### src/rtl/playfield_renderer.sv
// Playfield pixel stage: maps the scan position to a board tile, fetches its type
// from board RAM and emits the palette colour, with sync/blank delayed to match.
module playfield_renderer #(
    parameter int unsigned HSTART     = 240,
    parameter int unsigned HEND       = 400,
    parameter int unsigned VSTART     = 60,
    parameter int unsigned VEND       = 460,
    parameter int unsigned TILE_W     = 16,
    parameter int unsigned TILE_H     = 20,
    parameter int unsigned COLS       = 10,
    parameter logic [23:0] GRID_COLOR = 24'h20_2020
) (
    input  logic        clk,
    input  logic        rst,
    input  logic [9:0]  vga_row,
    input  logic [9:0]  vga_col,
    input  logic        vga_blank,
    input  logic        vga_hs,
    input  logic        vga_vs,
    output logic        tile_rd_en,
    output logic [7:0]  tile_rd_addr,
    input  logic [3:0]  tile_rd_data,
    output logic [23:0] rgb,
    output logic        hs_out,
    output logic        vs_out,
    output logic        blank_out
);
    localparam int unsigned TW_LOG   = $clog2(TILE_W);
    localparam int unsigned ROWS     = (VEND - VSTART) / TILE_H;
    localparam int unsigned SY_W     = $clog2(TILE_H);
    localparam int unsigned TR_W     = $clog2(ROWS);
    localparam int unsigned TC_W     = 10 - TW_LOG;
    localparam int unsigned ADDR_MAX = ROWS * COLS - 1;
    localparam logic [23:0] BG_COLOR = 24'h10_1010;

    localparam logic [3:0] T_BLANK   = 4'd0;
    localparam logic [3:0] T_GARBAGE = 4'd1;
    localparam logic [3:0] T_GHOST   = 4'd2;
    localparam logic [3:0] T_I       = 4'd3;
    localparam logic [3:0] T_O       = 4'd4;
    localparam logic [3:0] T_T       = 4'd5;
    localparam logic [3:0] T_J       = 4'd6;
    localparam logic [3:0] T_L       = 4'd7;
    localparam logic [3:0] T_S       = 4'd8;
    localparam logic [3:0] T_Z       = 4'd9;

    function automatic logic [23:0] palette(input logic [3:0] code);
        case (code)
            T_BLANK:   palette = 24'h00_0000;
            T_GARBAGE: palette = 24'hAA_AAAA;
            T_GHOST:   palette = 24'h80_8080;
            T_I:       palette = 24'h00_FDFF;
            T_O:       palette = 24'hFF_FF00;
            T_T:       palette = 24'hFF_00FF;
            T_J:       palette = 24'h00_00FF;
            T_L:       palette = 24'hFF_8000;
            T_S:       palette = 24'h00_FF00;
            T_Z:       palette = 24'hFF_0000;
            default:   palette = BG_COLOR;
        endcase
    endfunction

    // Row tracking state
    logic [9:0]      r_prev_row;
    logic [SY_W-1:0] r_sy;
    logic [TR_W-1:0] r_tile_row;
    logic            r_row_sync;

    // Pipeline stage registers
    logic r_s0_draw, r_s0_grid, r_s0_blank, r_s0_hs, r_s0_vs;
    logic r_s1_draw, r_s1_grid, r_s1_blank, r_s1_hs, r_s1_vs;

    logic [9:0]      w_col_off;
    logic [TC_W-1:0] w_tile_col;
    logic            w_in_cols;
    logic            w_in_rows;
    logic            w_in_pf;
    logic            w_new_row;
    logic            w_vstart;
    logic            w_row_sync;
    logic [SY_W-1:0] w_sy;
    logic [TR_W-1:0] w_tile_row;
    logic [8:0]      w_addr_sum;
    logic [7:0]      w_addr;
    logic            w_grid;

    // Position decode, row/sub-row counters and clamped tile address for the presented pixel
    always_comb begin
        w_col_off  = vga_col - 10'(HSTART);
        w_tile_col = TC_W'(w_col_off >> TW_LOG);
        w_in_cols  = (vga_col >= 10'(HSTART)) && (vga_col < 10'(HEND));
        w_in_rows  = (vga_row >= 10'(VSTART)) && (vga_row < 10'(VEND));
        w_in_pf    = w_in_cols && w_in_rows;
        w_new_row  = (vga_row != r_prev_row);
        w_vstart   = (vga_row == 10'(VSTART));
        w_row_sync = r_row_sync || w_vstart;
        w_sy       = r_sy;
        w_tile_row = r_tile_row;
        if (w_vstart) begin
            w_sy       = '0;
            w_tile_row = '0;
        end else if (w_new_row && r_row_sync && w_in_rows) begin
            if (r_sy == SY_W'(TILE_H - 1)) begin
                w_sy = '0;
                if (r_tile_row != TR_W'(ROWS - 1)) begin
                    w_tile_row = r_tile_row + 1'b1;
                end
            end else begin
                w_sy = r_sy + 1'b1;
            end
        end
        w_addr_sum = (9'(w_tile_row) << 3) + (9'(w_tile_row) << 1) + 9'(w_tile_col);
        w_addr     = (w_addr_sum > 9'(ADDR_MAX)) ? 8'(ADDR_MAX) : 8'(w_addr_sum);
        w_grid     = (w_col_off[TW_LOG-1:0] == '0) || (w_sy == '0);
    end

    always_ff @(posedge clk) begin
        if (rst) begin
            r_prev_row <= '0;
            r_sy       <= '0;
            r_tile_row <= '0;
            r_row_sync <= 1'b0;
        end else begin
            r_prev_row <= vga_row;
            r_sy       <= w_sy;
            r_tile_row <= w_tile_row;
            r_row_sync <= w_row_sync;
        end
    end

    // S0: read request plus per-pixel flags; syncs idle high and blank asserted in reset
    always_ff @(posedge clk) begin
        if (rst) begin
            tile_rd_en   <= 1'b0;
            tile_rd_addr <= '0;
            r_s0_draw    <= 1'b0;
            r_s0_grid    <= 1'b0;
            r_s0_blank   <= 1'b1;
            r_s0_hs      <= 1'b1;
            r_s0_vs      <= 1'b1;
        end else begin
            tile_rd_en   <= w_in_pf && w_row_sync && !vga_blank;
            tile_rd_addr <= w_addr;
            r_s0_draw    <= w_in_pf && w_row_sync;
            r_s0_grid    <= w_grid;
            r_s0_blank   <= vga_blank;
            r_s0_hs      <= vga_hs;
            r_s0_vs      <= vga_vs;
        end
    end

    // S1: flags wait while the RAM returns the tile type
    always_ff @(posedge clk) begin
        if (rst) begin
            r_s1_draw  <= 1'b0;
            r_s1_grid  <= 1'b0;
            r_s1_blank <= 1'b1;
            r_s1_hs    <= 1'b1;
            r_s1_vs    <= 1'b1;
        end else begin
            r_s1_draw  <= r_s0_draw;
            r_s1_grid  <= r_s0_grid;
            r_s1_blank <= r_s0_blank;
            r_s1_hs    <= r_s0_hs;
            r_s1_vs    <= r_s0_vs;
        end
    end

    // S2: colour select in priority order
    always_ff @(posedge clk) begin
        if (rst) begin
            rgb       <= '0;
            hs_out    <= 1'b1;
            vs_out    <= 1'b1;
            blank_out <= 1'b1;
        end else begin
            hs_out    <= r_s1_hs;
            vs_out    <= r_s1_vs;
            blank_out <= r_s1_blank;
            if (r_s1_blank) begin
                rgb <= 24'h00_0000;
            end else if (!r_s1_draw) begin
                rgb <= BG_COLOR;
            end else if ((tile_rd_data == T_BLANK) && r_s1_grid) begin
                rgb <= GRID_COLOR;
            end else begin
                rgb <= palette(tile_rd_data);
            end
        end
    end
endmodule

### config.mk
export PLATFORM = sky130hd
export DESIGN_NAME = playfield_renderer
export DESIGN_NICKNAME = d
export VERILOG_FILES = /design/src/rtl/playfield_renderer.sv
export SDC_FILE = /design/constraint.sdc
export NUM_CORES = 1
export LEC_CHECK = 0
export BUFFER_PORTS_ARGS = -buffer_cell sky130_fd_sc_hd__clkbuf_2
export CORE_MARGIN = 10
export CORE_UTILIZATION = 45
export CTS_BUF_LIST = sky130_fd_sc_hd__clkbuf_8
export CTS_CLUSTER_DIAMETER = 30
export DETAILED_ROUTE_END_ITERATION = 7
export PLACE_DENSITY = 0.68
export SYNTH_ARGS = -nofsm -noshare
export SYNTH_HDL_FRONTEND = slang
export SYNTH_SLANG_ARGS = --single-unit
### constraint.sdc
create_clock -name clk -period 6 [get_ports clk]
set_clock_uncertainty 0.1 [all_clocks]
set_input_delay 0.9 -clock clk [delete_from_list [all_inputs] [get_ports clk]]
set_output_delay 0.9 -clock clk [all_outputs]
set_load 0.02 [all_outputs]
==> reports/metrics.yaml <==
setup_path:
  cp-end-kind: "flip-flop"
  r2r_start: "r_sy[0]$_SDFF_PP0_"
  cp.arrival_ns: 5.03
  endpoint: "tile_rd_addr[1]$_SDFF_PP0_"
  cp-startpoint: "vga_row[5]"
  r2r_slack_ns: 1.38
  reg2reg_depth: 15
  critPathLaunchType: "primary input"
  critPathMaxFanout: 10
  worst_ep_required_time_ns: 6.16
  r2r_end: "tile_rd_addr[1]$_SDFF_PP0_"
  path_class: "in -> reg"
layout:
  register_area_um2: 1180
  fin_util_pct: 54.7
  fin_nets: 434
  layout.cells.non_filler: 467
  multi_input_area_um2: 1550
  n_antenna_cell: 0
  syn_to_final_growth_pct: 19.1
  final_layout_size_suffix_gt1_share_pct: 24.1
  fill_cells: 595
global_routing:
  grt_overflow_total: 0
  grt_max_degree: 32
  grt_first_pass_wirelength_mm: 10.5
  grt_pass1_vias: 2358
  grt_antenna_before_repair: 0
  track_usage_pct: 13.0
cts:
  cts.path.max_buffers: 2
  insertion_delay_ns: 0.34
  cts_root_buffer: "clkbuf_8"
  postCtsSetupBuffers: 0
  ctsResizeCount: 0
  tritoncts: "yes"
  clk_pin_slew_ns: 0.06
  numClockSinks: 59
  cts_max_level: 3
  hold_buffers: 0
  cts_buffers: 9
synthesis:
  syn_area_per_cell_um2: 8.86
  synth.top_cell.area_share_pct: 40.8
  synth_edf_count: 0
  async_flop_share_pct: 0
  ys_warn_count: 0
  syn_area_um2: 2900
  ys_seq_area_share_pct: 40.8
  synth_cells: 327
  synth-seq-cells: 59
  synthMostInstantiatedCell: "dfxtp_1"
  synth_top_cells_by_count: "dfxtp_1, nor2_1, a21oi_1"
  yosysTopAreaCell: "dfxtp_1"
  post_synth_num_cell_types: 44
  synth_nets: 376
  synth_flop_cell: "dfxtp_1"
  synthTopCellsByArea: "dfxtp_1, ha_1, nor2_1"
sta:
  finalSetupViolations: 0
  slew_headroom_pct: 59.9
  slew_violations: 0
  fin_ws_ns: 1.13
  layout_min_cycle_time_ns: 4.87
  fmax_mhz: 206
  rsz0062_at_grt: "no"
  tightestPinTransition_ns: 0.602
  hold_violations: 0
  fin_crit_sh_pct: 81.1
  tns_ns: 0
power:
  swShare_pct: 22.6
  ir_worst_vdd_mv: 0.160
  intPower_w: 0.000687
  leakagePower_nw: 1.58
  p_switching_w: 0.000201
  seqPwrFrac_pct: 45.6
  p_per_area_nw_per_um2: 257
  clkPwrFrac_pct: 46.0
  power_frac_comb_pct: 8.4
drt:
  drt_iter0_markers: 77
  drc: 0
  final_antenna_net_count: 0
  totalWireLength_mm: 6.16
  wl_per_cell_um: 13.2
  viasPerCell: 4.99
  first_pass_iters: 4
  via_count: 2332
place:
  place_congestion: 0.784
  dp.cells: 451
  hpwl_mm: 4.74
  dpl_worst_slack_ns: 0.786
  port_buffers: 64
floorplanning:
  num_rows: 29
  dieArea_um2: 10000
  die_w_um: 100
  io-pin-count: 65
  dieHeight_um: 100
  coreArea_um2: 6310
  initial_core_util_pct: 45.9
flow_run:
  cap_viol_max_count: 0
hold_path:
  hp-class: "reg -> reg"
status:
  outcome: "complete, no violations"
## worst min-delay path by stage
stage	slack, ns	cells past startpoint	startpoint	endpoint
floorplan	0.29	1	r_s1_hs$_SDFF_PP1_	hs_out$_SDFF_PP1_
global placement	0.29	1	r_s0_vs$_SDFF_PP1_	r_s1_vs$_SDFF_PP1_
detailed placement	0.29	1	r_s0_hs$_SDFF_PP1_	r_s1_hs$_SDFF_PP1_
CTS	0.31	1	r_s0_vs$_SDFF_PP1_	r_s1_vs$_SDFF_PP1_
global route	0.32	1	r_s0_blank$_SDFF_PP1_	r_s1_blank$_SDFF_PP1_
finish	0.31	1	r_s0_blank$_SDFF_PP1_	r_s1_blank$_SDFF_PP1_
## worst max-delay path, stage by stage
cell      delay [ns]
clkbuf_2        0.12
xor2_1          0.16
nor4_1          0.36
nand4_1         0.16
and3_1          0.32
and3_1          0.24
mux2i_1         0.15
or2_2           0.32
fa_1            0.53
inv_1           0.04
ha_1            0.32
nor2b_1         0.15
o21a_1          0.18
o21ai_0         0.33
o211ai_1        0.15
a31oi_1         0.36
nor2_1          0.07
a21oi_1         0.15
## per-stage QoR
stage | instance area [µm²] | power, W | hold WS [ns]
6_report | 3450 | 0.000888 | 0.308
5_1_grt | 3450 | 0.000930 | 0.315
4_1_cts | 3450 | 0.000903 | 0.310
3_5_place_dp | 3220 | 0.000489 | 0.293
3_3_place_gp | 3220 | 0.000488 | 0.291
2_1_floorplan | 2900 | 0.000462 | 0.289
## final cells by class
class                      instances  share of cell area [%]
multi-input combinational        232                    44.9
sequential                        59                    34.2
timing repair buffer              65                    9.50
clock buffer                      11                    4.39
tap                               77                    2.79
clock inverter                     5                    2.21
inverter                          18                    1.96
## layout by cell type, fill, tap and decap left out, types with 2 or more instances in the layout
cell type  netlist  layout
or2_2           12      12
a21oi_1         26      26
and4_1           3       3
inv_1           18      19
xor2_1          11      11
dfxtp_1         59      59
o211ai_1         2       2
nor2b_1         23      23
nor2_1          39      39
and3_1           8       8
nand4b_1         2       2
o21ai_0         10      10
nand3_1          9       9
bufinv_16        0       2
and2_1           2       2
ha_1            16      16
nand2b_1         6       6
nand3b_1         2       2
mux2i_1          5       5
clkbuf_2         0      64
or3_1            3       3
nor3_1           6       6
a21o_1           3       3
nor4_1           4       4
fa_1             4       4
clkbuf_8         0      11
nand2_1          9       9
xnor2_1          8       8
a31oi_1          2       2
a211oi_1         2       2
o21bai_1         2       2
## state kept, by name, summed over array words and instances (netlist names), 5 cells and up
register,cells
rgb,16
tile_rd_addr,8
r_tile_row,5
r_sy,5
r_prev_row,10
## logic make-up after synthesis
kind of cell | synth area share [%]
AO/OA/AOI/OAI | 10.8
XOR/XNOR | 5.74
adder cells (fa/ha/maj) | 9.67
buffers and inverters | 5.74
flip-flops | 40.8
multiplexers | 2.12
AND/OR/NAND/NOR | 25.2
## power groups by stage
stage | combinational (W) | sequential [W] | clock [W]
final | 0.0000746 | 0.000405 | 0.000409
after global routing | 0.0000853 | 0.000405 | 0.000439
after CTS | 0.0000755 | 0.000405 | 0.000423
after detailed placement | 0.0000751 | 0.000414 | 0
after global placement | 0.0000742 | 0.000414 | 0
after floorplan | 0.0000431 | 0.000419 | 0
## per-layer routing
| layer | up-vias | share of wire (%) | GRT usage (%) |
|---|---|---|---|
| met5 | - | 0 | 0 |
| met3 | 10 | 8.1 | 7.01 |
| met4 | 0 | 1.7 | 4.89 |
| li1 | 1209 | - | - |
| met1 | 1054 | 43 | 13.2 |
| met2 | 59 | 47 | 22.0 |
Power figures use the tool's default switching activity.
